==> config.mk <==
export PLATFORM = sky130hd
export DESIGN_NAME = uart_rx
export DESIGN_NICKNAME = d
export VERILOG_FILES = /design/src/rtl/uart_rx.sv
export SDC_FILE = /design/constraint.sdc
export NUM_CORES = 1
export LEC_CHECK = 0
export BUFFER_PORTS_ARGS = -buffer_cell sky130_fd_sc_hd__buf_2
export CAP_MARGIN = 20
export CORE_MARGIN = 4
export CORE_UTILIZATION = 56
export DETAILED_ROUTE_END_ITERATION = 6
export PLACE_DENSITY = 0.77
export SLEW_MARGIN = 20
export SYNTH_ARGS = -nofsm -noshare
export SYNTH_HDL_FRONTEND = slang
export SYNTH_SLANG_ARGS = --single-unit
==> constraint.sdc <==
create_clock -name clk -period 2.4 [get_ports clk]
set_input_delay 0.12 -clock clk [delete_from_list [all_inputs] [get_ports clk]]
set_output_delay 0.12 -clock clk [all_outputs]
set_load 0.02 [all_outputs]
==> src/rtl/uart_rx.sv <==
// 8N1 serial receiver driven by a baud_gen oversample tick; LSB first.
// Define UART_RX_PARITY_EN to add an even-parity bit and the parity_err output.
module uart_rx #(
  parameter int DATA_BITS  = 8,
  parameter int OVERSAMPLE = 16
) (
  input  logic                 clk,
  input  logic                 rst_n,
  input  logic                 tick,
  input  logic                 rx,
  output logic [DATA_BITS-1:0] data_out,
  output logic                 data_valid,
  output logic                 frame_err,
`ifdef UART_RX_PARITY_EN
  output logic                 parity_err,
`endif
  output logic                 busy
);

  localparam int TW = $clog2(OVERSAMPLE);
  localparam int BW = $clog2(DATA_BITS);
  localparam logic [TW-1:0] MID_TICK  = TW'(OVERSAMPLE / 2 - 1);
  localparam logic [TW-1:0] LAST_TICK = TW'(OVERSAMPLE - 1);
  localparam logic [BW-1:0] LAST_BIT  = BW'(DATA_BITS - 1);

`ifdef UART_RX_PARITY_EN
  typedef enum logic [2:0] {IDLE, START, DATA, PARITY, STOP, BREAK} state_t;
`else
  typedef enum logic [2:0] {IDLE, START, DATA, STOP, BREAK} state_t;
`endif

  state_t               state, next_state;
  logic                 rx_meta, rx_s;
  logic [TW-1:0]        tick_cnt;
  logic [BW-1:0]        bit_cnt;
  logic [DATA_BITS-1:0] shreg;
  logic                 stop_sample, word_ok, frame_bad;
`ifdef UART_RX_PARITY_EN
  logic                 parity_bit, parity_bad;
`endif

  // Sync flops preset to the idle level so reset release never looks like a start edge.
  // NOTE: registers use non-blocking assignments so every flop samples pre-edge values.
  always_ff @(posedge clk or negedge rst_n) begin
    if (!rst_n) begin
      rx_meta <= 1'b1;
      rx_s    <= 1'b1;
      state   <= IDLE;
    end else begin
      rx_meta <= rx;
      rx_s    <= rx_meta;
      state   <= next_state;
    end
  end

  // NOTE: next_state gets a default first so no path can infer a latch.
  always_comb begin
    next_state = state;
    if (tick) begin
      unique case (state)
        IDLE:  if (!rx_s) next_state = START;
        START: if (tick_cnt == MID_TICK) next_state = rx_s ? IDLE : DATA;
`ifdef UART_RX_PARITY_EN
        DATA:   if (tick_cnt == LAST_TICK && bit_cnt == LAST_BIT) next_state = PARITY;
        PARITY: if (tick_cnt == LAST_TICK) next_state = STOP;
`else
        DATA:  if (tick_cnt == LAST_TICK && bit_cnt == LAST_BIT) next_state = STOP;
`endif
        STOP:  if (tick_cnt == LAST_TICK) next_state = rx_s ? IDLE : BREAK;
        BREAK: if (rx_s) next_state = IDLE;
        default: next_state = IDLE;
      endcase
    end
  end

  always_comb begin
    busy        = (state != IDLE);
    stop_sample = tick && (state == STOP) && (tick_cnt == LAST_TICK);
    frame_bad   = stop_sample && !rx_s;
`ifdef UART_RX_PARITY_EN
    // Even parity: data bits plus parity bit must XOR to zero.
    parity_bad  = stop_sample && rx_s && (^{shreg, parity_bit});
    word_ok     = stop_sample && rx_s && !(^{shreg, parity_bit});
`else
    word_ok     = stop_sample && rx_s;
`endif
  end

  always_ff @(posedge clk or negedge rst_n) begin
    if (!rst_n) begin
      tick_cnt   <= '0;
      bit_cnt    <= '0;
      shreg      <= '0;
      data_out   <= '0;
      data_valid <= 1'b0;
      frame_err  <= 1'b0;
`ifdef UART_RX_PARITY_EN
      parity_bit <= 1'b0;
      parity_err <= 1'b0;
`endif
    end else begin
      data_valid <= word_ok;
      frame_err  <= frame_bad;
`ifdef UART_RX_PARITY_EN
      parity_err <= parity_bad;
`endif
      if (word_ok) data_out <= shreg;
      if (tick) begin
        // Counter restarts at every bit boundary and whenever the line is re-armed.
        if (state == IDLE || state == BREAK || tick_cnt == LAST_TICK ||
            (state == START && tick_cnt == MID_TICK))
          tick_cnt <= '0;
        else
          tick_cnt <= tick_cnt + 1'b1;
        if (state == START) bit_cnt <= '0;
        if (state == DATA && tick_cnt == LAST_TICK) begin
          shreg   <= {rx_s, shreg[DATA_BITS-1:1]};
          bit_cnt <= bit_cnt + 1'b1;
        end
`ifdef UART_RX_PARITY_EN
        if (state == PARITY && tick_cnt == LAST_TICK) parity_bit <= rx_s;
`endif
      end
    end
  end

endmodule

==> results of run 1 <==
kinds of logic (layout without fill, tap and decap cells):
group	Yosys count	count (layout)	synth area share (%)
AOI/OAI and AO/OA	12	12	7.03
xor gates and xnor gates	2	2	1.26
adders and majority gates	3	3	2.70
buffers and inverters	11	29	4.32
DFF	30	30	54.2
muxes	20	20	17.7
and+or+nand+nor	26	26	12.7
critical path, stage by stage, from the launching register on:
cell     delay, ns
dfrtp_1       0.41
ha_1          0.34
and4_4        0.31
nand3_2       0.32
mux2_4        0.41
how the worst max path moves through the flow:
stage	slack [ns]	cells past startpoint	start	end
5_1_grt	0.38	4	tick_cnt[0]$_DFFE_PN0P_	shreg[1]$_DFFE_PN0P_
4_1_cts	0.53	4	tick_cnt[0]$_DFFE_PN0P_	shreg[1]$_DFFE_PN0P_
3_5_place_dp	0.54	4	tick_cnt[0]$_DFFE_PN0P_	shreg[4]$_DFFE_PN0P_
2_1_floorplan	0.82	6	tick_cnt[0]$_DFFE_PN0P_	shreg[1]$_DFFE_PN0P_
6_report	0.52	4	tick_cnt[0]$_DFFE_PN0P_	shreg[1]$_DFFE_PN0P_
3_3_place_gp	0.60	4	tick_cnt[0]$_DFFE_PN0P_	shreg[5]$_DFFE_PN0P_
routing by layer:
layer | GRT usage, % | part of all wire (%) | wire length [um]
met4 | 5.96 | 0.84 | 19
met1 | 21.8 | 47 | 1060
met2 | 23.2 | 46 | 1050
met3 | 6.68 | 5.6 | 126
met5 | 0 | 0 | 0
power groups by stage:
stage | Clock [uW] | Sequential, uW | Combinational, uW
floorplan | 0 | 593 | 238
finish | 526 | 640 | 223
global route | 565 | 653 | 257
detailed placement | 0 | 648 | 223
global placement | 0 | 645 | 217
CTS | 536 | 638 | 226
layout by cell type (no fill, tap or decap), drive strengths merged, types with 2 or more instances in the layout:
cell type / instances
dfrtp: 28
mux2: 16
buf: 14
clkbuf: 6
inv: 5
o2bb2ai: 5
nand2: 5
mux2i: 4
nand4: 4
nand3: 4
ha: 3
and2b: 2
nor2: 2
o221ai: 2
nand3b: 2
a21oi: 2
nor2b: 2
bufinv: 2
dlygate4sd3: 2
dfstp: 2
area by class of cell:
type | instances | area [um^2]
Clock buffer | 6 | 51.3
Clock inverter | 2 | 60.1
Tap cell | 28 | 35.0
Multi-Input combinational cell | 63 | 576
Timing Repair Buffer | 16 | 90.1
Sequential cell | 30 | 753
Inverter | 5 | 18.8
Fill cell | 160 | 692
per-stage QoR:
step,total power [uW],std cells,cell area [um^2]
floorplan,832,104,1390
global placement,861,140,1450
detailed placement,871,140,1450
CTS,1400,150,1580
global route,1480,150,1580
finish,1390,150,1580
flip-flops by register name, summed over array words and instances (netlist names):
signal and flops:
data_valid 1, bit_cnt 3, rx_s 1, frame_err 1, rx_meta 1, shreg 8
state 3, data_out 8, tick_cnt 4
==> impl_metrics.json, run 1 <==
{
  "drc": 0,
  "antenna_left": 0,
  "cts_tree": "yes",
  "cp_max_fo": 11,
  "power_switching_uw": 374,
  "syn_to_final_growth_pct": 14.1,
  "power.density_mw_per_mm2": 877,
  "portBuffers": 14,
  "final-setup-viol-count": 0,
  "netlist_area_mm2": 0.00139,
  "grt_use_total_pct": 16.1,
  "nets": 128,
  "holdWs_ns": 0.182,
  "drt-wirelength-per-cell_um": 15.0,
  "fin_ws_ns": 0.524,
  "p_clk_share_pct": 37.8,
  "cts_hold_buf": 2,
  "diodes": 0,
  "grt_max_degree": 31,
  "swShare_pct": 26.9,
  "synthTopCellsByArea": "dfrtp_1 (50%), mux2_4 (7.6%), mux2_2 (7.3%), dfstp_2 (3.8%), o2bb2ai_1 (3.2%)",
  "vias": 865,
  "rsz0062_at_grt": "false",
  "critPathLaunchType": "flip-flop",
  "period_minus_slack_ns": 1.88,
  "ir_drop_mv": 0.916,
  "utilization_pct": 69.6,
  "place.gp.congestion": 0.893,
  "clock-sinks": 30,
  "path_clk_slew_ns": 0.10,
  "p_comb_share_pct": 16.1,
  "synth_edf_count": 0,
  "min_from": "tick",
  "cts_max_level": 2,
  "avgSynthCellArea_um2": 13.4,
  "hold_path_class": "in2reg",
  "pre_cts_slack_ns": 0.543,
  "crit_arrival_ns": 2.10,
  "timing_max_transition_violations_final": 0,
  "rr_startpoint": "tick_cnt[0]$_DFFE_PN0P_",
  "worst_pin_slew_ns": 0.636,
  "dieArea_mm2": 0.00334,
  "p_leak_uw": 0.000820,
  "dp_hpwl_um": 1610,
  "pwr-share-seq_pct": 46.1,
  "synthesis.instances": 104,
  "antenna_found_initial": 0,
  "grt_pass1_wl_um": 4070,
  "synth_top_area_share_pct": 50.5,
  "core_mm2": 0.00228,
  "period_share_pct": 78.2,
  "path_class": "reg2reg",
  "ys.flop_type": "dfrtp_1",
  "rr_worst_depth": 4,
  "endpoint_kind": "flip-flop",
  "ys_types": 32,
  "clock_path_buffers": 2,
  "overflow": 0,
  "numCtsBuffers": 5,
  "num_io_pins": 15,
  "status": "finished clean",
  "first_pass_iters": 4,
  "drive_gt1_share_pct": 35.2,
  "internal-power_uw": 1010,
  "whs_endpoint": "tick_cnt[1]$_DFFE_PN0P_",
  "setup_tns_ns": 0,
  "holdPathStages": 3,
  "ys_seq_area_share_pct": 54.2,
  "die_y_um": 57.8,
  "synthArstFlopShare_pct": 100,
  "drt_iter0_drc": 18,
  "cp.required_ns": 2.62,
  "grt_pass1_vias": 880,
  "num_rows": 17,
  "finalWirelength_um": 2250,
  "cts_resized": 0,
  "clkLatencyLatePin_ns": 0.33,
  "initial_core_util_pct": 61.0,
  "r2r-end": "shreg[1]$_DFFE_PN0P_",
  "die_w_um": 57.8,
  "synth_top_area_cell": "dfrtp_1",
  "synth_fp_nets": 111,
  "regToRegSetupSlack_ns": 0.52,
  "synthTopCellsByCount": "dfrtp_1 (28), mux2_2 (9), mux2_4 (7)",
  "postSynthRegisterBits": 30,
  "post_cts_buffers": 0,
  "relSlewSlack_pct": 57.6,
  "max_freq_ghz": 0.533,
  "cts_root_buf": "clkbuf_4",
  "synth_most_common_cell": "dfrtp_1",
  "viasPerCell": 5.77,
  "skew_ns": 0.0102,
  "hold_viol": 0,
  "ys_warn_count": 0,
  "cap_violations": 0
}
Note: power is estimated with default switching activity, not from simulation.
==> run 2: changes to the inputs <==
- CORE_UTILIZATION: 56 -> 51
- PLACE_DENSITY: 0.77 -> 0.74
- clock period: 2.4 -> 1.6 ns (I/O delays scaled with it)
==> run 2 against run 1 <==
Compared with the run above:
- global-route usage shrank 1.5 points
- critical endpoint is now shreg[0]$_DFFE_PN0P_
- sequential power grew 38%
- clock-buffer cell count is the same
- highest routed layer unchanged
- combinational power grew 150%
- largest cell class unchanged
- sequential share of layout area shrank 2.4 points
- die area grew 8.4%
- worst setup slack lost 0.39 ns
- utilization shrank 4.1 points
- power grew 59%
==> impl_metrics.json, run 2 (synthesized netlist as in run 1, its figures left out) <==
{
  "status": "finished clean",
  "grt_use_total_pct": 14.7,
  "drc": 0,
  "cts_root_buf": "clkbuf_4",
  "rr_worst_depth": 5,
  "dr.max_layer_used": "met4",
  "overflow": 0,
  "max_freq_ghz": 0.680,
  "m1WireLength_um": 1130,
  "mostFrequentLayoutCells": "dfrtp_1 (28), buf_2 (14), mux2_2 (9)",
  "cts_tree": "yes",
  "n_fill_cell": 185,
  "core_mm2": 0.00254,
  "die_y_um": 60.2,
  "top_regs": "data_out: 8 flops, shreg: 8 flops, tick_cnt: 4 flops",
  "multi_input_area_um2": 576,
  "rr_startpoint": "tick_cnt[0]$_DFFE_PN0P_",
  "ir_drop_mv": 0.977,
  "num_io_pins": 15,
  "first_pass_iters": 4,
  "period_minus_slack_ns": 1.47,
  "hold_viol": 0,
  "clock_path_buffers": 2,
  "final-setup-viol-count": 0,
  "cts_max_level": 2,
  "rsz0062_at_grt": "false",
  "grt_max_degree": 31,
  "viasPerCell": 5.61,
  "endpoint_kind": "flip-flop",
  "p_leak_uw": 0.000870,
  "relSlewSlack_pct": 57.4,
  "timing_max_transition_violations_final": 0,
  "diodes": 0,
  "drt_iter0_drc": 16,
  "vias": 904,
  "cap_violations": 0,
  "place.gp.congestion": 0.859,
  "clock-sinks": 30,
  "cp_max_fo": 11,
  "path_clk_slew_ns": 0.09,
  "antenna_found_initial": 0,
  "regToRegSetupSlack_ns": 0.13,
  "num_rows": 18,
  "initial_core_util_pct": 54.6,
  "holdPathStages": 3,
  "drt-wirelength-per-cell_um": 14.7,
  "portBuffers": 14,
  "die_w_um": 60.2,
  "holdWs_ns": 0.160,
  "nets": 137,
  "finalPower_uw": 2200,
  "finalWirelength_um": 2360,
  "whs_endpoint": "tick_cnt[0]$_DFFE_PN0P_",
  "worst_pin_slew_ns": 0.639,
  "antenna_left": 0,
  "power.density_mw_per_mm2": 1320,
  "hold_path_class": "in2reg",
  "clkLatencyLatePin_ns": 0.31,
  "drive_gt1_share_pct": 39.7,
  "crit_arrival_ns": 1.67,
  "numCtsBuffers": 5,
  "dieArea_mm2": 0.00362,
  "utilization_pct": 65.5,
  "syn_to_final_growth_pct": 20.0,
  "cts_resized": 0,
  "setup_tns_ns": 0,
  "wl_met2_um": 1120,
  "critPathLaunchType": "flip-flop",
  "dp_hpwl_um": 1740,
  "period_share_pct": 91.9,
  "grt_pass1_vias": 874,
  "cp.required_ns": 1.80,
  "layout_commonest_cell": "dfrtp_1",
  "path_class": "reg2reg",
  "grt_pass1_wl_um": 3930,
  "min_from": "tick",
  "met3_length_um": 104,
  "skew_ns": 0.00484,
  "r2r-end": "shreg[0]$_DFFE_PN0P_",
  "seqCellArea_um2": 753
}
## run 2: cell type report
| cell class | count | share of cell area [%] |
|---|---|---|
| Clock buffer | 6 | 3.08 |
| Sequential cell | 30 | 45.2 |
| Inverter | 5 | 1.13 |
| Clock inverter | 2 | 3.60 |
| Timing Repair Buffer | 25 | 10.2 |
| Tap cell | 30 | 2.25 |
| Multi-Input combinational cell | 63 | 34.5 |
## run 2: worst max-delay path by stage
stage	cells past startpoint	slack [ns]	end	from
2_1_floorplan	6	0.02	shreg[1]$_DFFE_PN0P_	tick_cnt[0]$_DFFE_PN0P_
3_3_place_gp	5	0.16	shreg[0]$_DFFE_PN0P_	tick_cnt[0]$_DFFE_PN0P_
3_5_place_dp	5	0.13	shreg[0]$_DFFE_PN0P_	tick_cnt[0]$_DFFE_PN0P_
4_1_cts	5	0.13	shreg[0]$_DFFE_PN0P_	tick_cnt[0]$_DFFE_PN0P_
5_1_grt	3	0.08	busy	state[0]$_DFFE_PN0P_
6_report	5	0.13	shreg[0]$_DFFE_PN0P_	tick_cnt[0]$_DFFE_PN0P_
## run 2: stage by stage
step                      setup slack [ns]  cells  area [um^2]
after detailed placement             0.134    151         1540
after floorplan                     0.0228    104         1390
final                                0.130    161         1670
after global placement               0.155    151         1540
after global routing                0.0844    161         1670
after CTS                            0.125    161         1670
## run 2: layer usage
layer  global-route usage (%)  up-vias
li1                         -      429
met1                     20.6      458
met2                     21.9       15
met3                     4.54        2
met4                     3.80        0
met5                        0        -
## run 2: critical path, stage by stage (launching register included)
cell and delay (ns):
dfrtp_1 0.39, ha_1 0.22, and4_4 0.19, nand3_2 0.09, buf_12 0.15, mux2_2 0.33
## run 2: power breakdown
part | internal, uW | leakage (uW) | switching [uW]
clock network | 530 | 0.0000585 | 240
registers | 831 | 0.000397 | 54.0
logic | 260 | 0.000414 | 290
## run 2: repair_timing
| action | in CTS | in global routing |
|---|---|---|
| endpoints found under the hold margin | 29 | 0 |
| setup buffers | 0 | 0 |
| hold buffers | 2 | 0 |
==> run 3: changes to the inputs <==
- CORE_UTILIZATION: 51 -> 56
- GPL_TIMING_DRIVEN: unset -> 0
- PLACE_DENSITY: 0.74 -> 0.77
- clock period: 1.6 -> 1.53 ns (I/O delays scaled with it)
==> run 3 against run 2 <==
Compared with the run above:
- critical path depth is the same
- via count grew 2.1%
- flip-flop and latch count did not move
- non-clock buffer count rose by 2
- largest cell class unchanged
- clock-buffer cell count unchanged
- utilization is 9.8 points higher
- sequential power is 5.3% higher
- register-to-register slack got worse by 0.098 ns
- largest power group unchanged
- global-route usage increased by 2.5 points
- first-iteration DRC count up 130%
- combinational power up 4%
- routed wire length up 4.0%
==> impl_metrics.json, run 3 (synthesized netlist as in run 1, its figures left out) <==
{
  "timing_max_transition_violations_final": 0,
  "p_leak_uw": 0.000881,
  "grt_max_degree": 31,
  "path_clk_slew_ns": 0.10,
  "vias": 923,
  "min_from": "tick",
  "endpoint_kind": "flip-flop",
  "period_minus_slack_ns": 1.50,
  "numCtsBuffers": 5,
  "top_regs": "data_out: 8 flops, shreg: 8 flops, tick_cnt: 4 flops",
  "crit_arrival_ns": 1.70,
  "rr_startpoint": "tick_cnt[0]$_DFFE_PN0P_",
  "multi_input_area_um2": 598,
  "overflow": 0,
  "nets": 139,
  "path_class": "reg2reg",
  "viasPerCell": 5.73,
  "power_switching_uw": 643,
  "grt_pass1_wl_um": 4310,
  "drt-wirelength-per-cell_um": 15.2,
  "seqCellArea_um2": 753,
  "p_comb_share_pct": 24.5,
  "whs_endpoint": "bit_cnt[2]$_DFFE_PN0P_",
  "internal-power_uw": 1680,
  "mostFrequentLayoutCells": "dfrtp_1 (28), buf_2 (17), mux2_2 (9)",
  "num_rows": 17,
  "final-setup-viol-count": 0,
  "skew_ns": 0.0190,
  "antenna_left": 0,
  "grt_use_total_pct": 17.1,
  "regToRegSetupSlack_ns": 0.03,
  "diodes": 0,
  "drive_gt1_share_pct": 42.1,
  "antenna_found_initial": 0,
  "cap_violations": 0,
  "clock_path_buffers": 2,
  "die_w_um": 57.8,
  "drt_iter0_drc": 36,
  "num_io_pins": 15,
  "utilization_pct": 75.3,
  "rsz0062_at_grt": "true",
  "cts_max_level": 2,
  "initial_core_util_pct": 61.0,
  "pwr-share-seq_pct": 40.1,
  "swShare_pct": 27.7,
  "core_mm2": 0.00228,
  "finalPower_uw": 2330,
  "hold_viol": 0,
  "portBuffers": 14,
  "ir_drop_mv": 1.11,
  "period_share_pct": 97.9,
  "syn_to_final_growth_pct": 23.4,
  "holdPathStages": 4,
  "n_fill_cell": 141,
  "r2r-end": "shreg[2]$_DFFE_PN0P_",
  "rr_worst_depth": 5,
  "dieArea_mm2": 0.00334,
  "fin_ws_ns": 0.0321,
  "finalWirelength_um": 2450,
  "worst_pin_slew_ns": 0.643,
  "drc": 0,
  "clock-sinks": 30,
  "p_clk_share_pct": 35.4,
  "die_y_um": 57.8,
  "pre_cts_slack_ns": -0.0979,
  "power.density_mw_per_mm2": 1360,
  "clkLatencyLatePin_ns": 0.33,
  "status": "finished clean",
  "place.gp.congestion": 0.886,
  "dp_hpwl_um": 1620,
  "cp_max_fo": 5,
  "relSlewSlack_pct": 57.1,
  "layout_commonest_cell": "dfrtp_1",
  "cts_root_buf": "clkbuf_4",
  "grt_pass1_vias": 892,
  "hold_path_class": "in2reg",
  "first_pass_iters": 4,
  "cp.required_ns": 1.73,
  "max_freq_ghz": 0.668,
  "critPathLaunchType": "flip-flop",
  "cts_tree": "yes"
}
run 3: worst max path at each step:
stage,start,end,slack (ns)
floorplan,tick_cnt[0]$_DFFE_PN0P_,shreg[1]$_DFFE_PN0P_,-0.01
global placement,tick_cnt[0]$_DFFE_PN0P_,shreg[6]$_DFFE_PN0P_,-0.07
detailed placement,tick_cnt[0]$_DFFE_PN0P_,shreg[2]$_DFFE_PN0P_,-0.1
CTS,tick_cnt[1]$_DFFE_PN0P_,shreg[2]$_DFFE_PN0P_,0.04
global route,tick_cnt[0]$_DFFE_PN0P_,shreg[2]$_DFFE_PN0P_,-0.005
finish,tick_cnt[0]$_DFFE_PN0P_,shreg[2]$_DFFE_PN0P_,0.03
run 3: area by class of cell:
type                       count  area share (%)
buffer                         5            2.48
sequential                    30            43.9
timing repair buffer          22            9.05
clock inverter                 2            3.50
clock buffer                   6            2.99
inverter                       5            1.09
multi-input combinational     63            34.9
tap                           28            2.04
run 3: metrics by stage:
step | area (um^2) | TNS, ns | cells | hold slack [ns]
after floorplan | 1410 | -0.0746 | 104 | -0.219
after global placement | 1510 | -0.813 | 146 | 0.133
after detailed placement | 1510 | -1.10 | 146 | 0.138
after CTS | 1710 | 0 | 161 | 0.216
after global routing | 1710 | -0.00520 | 161 | 0.237
final | 1710 | 0 | 161 | 0.236
run 3: repair_timing:
action | in CTS | in global routing
endpoints found under the hold margin | 29 | 0
cloned | 1 | 0
setup endpoints to repair | 15 | 5
pin swaps | 1 | 0
resized for setup | 3 | 1
hold buffers | 2 | 0
buffers inserted | 5 | 0
run 3: layer usage:
layer | routed length [um] | vias to the layer above | global-route usage (%)
li1 | - | 434 | -
met1 | 1130 | 454 | 23.9
met2 | 1140 | 31 | 25.0
met3 | 162 | 4 | 5.12
met4 | 25 | 0 | 6.95
met5 | 0 | - | 0
run 3: critical path: stages (launching register included):
cell	delay, ns
dfrtp_1	0.40
ha_4	0.15
and4_4	0.24
nand3_4	0.12
buf_12	0.17
mux2_4	0.29
run 3: power groups by stage:
stage / combinational [uW] / clock, uW / sequential [uW]
finish: 570 / 824 / 932
global route: 639 / 876 / 937
CTS: 556 / 836 / 927
detailed placement: 493 / 0 / 945
global placement: 474 / 0 / 941
floorplan: 389 / 0 / 932
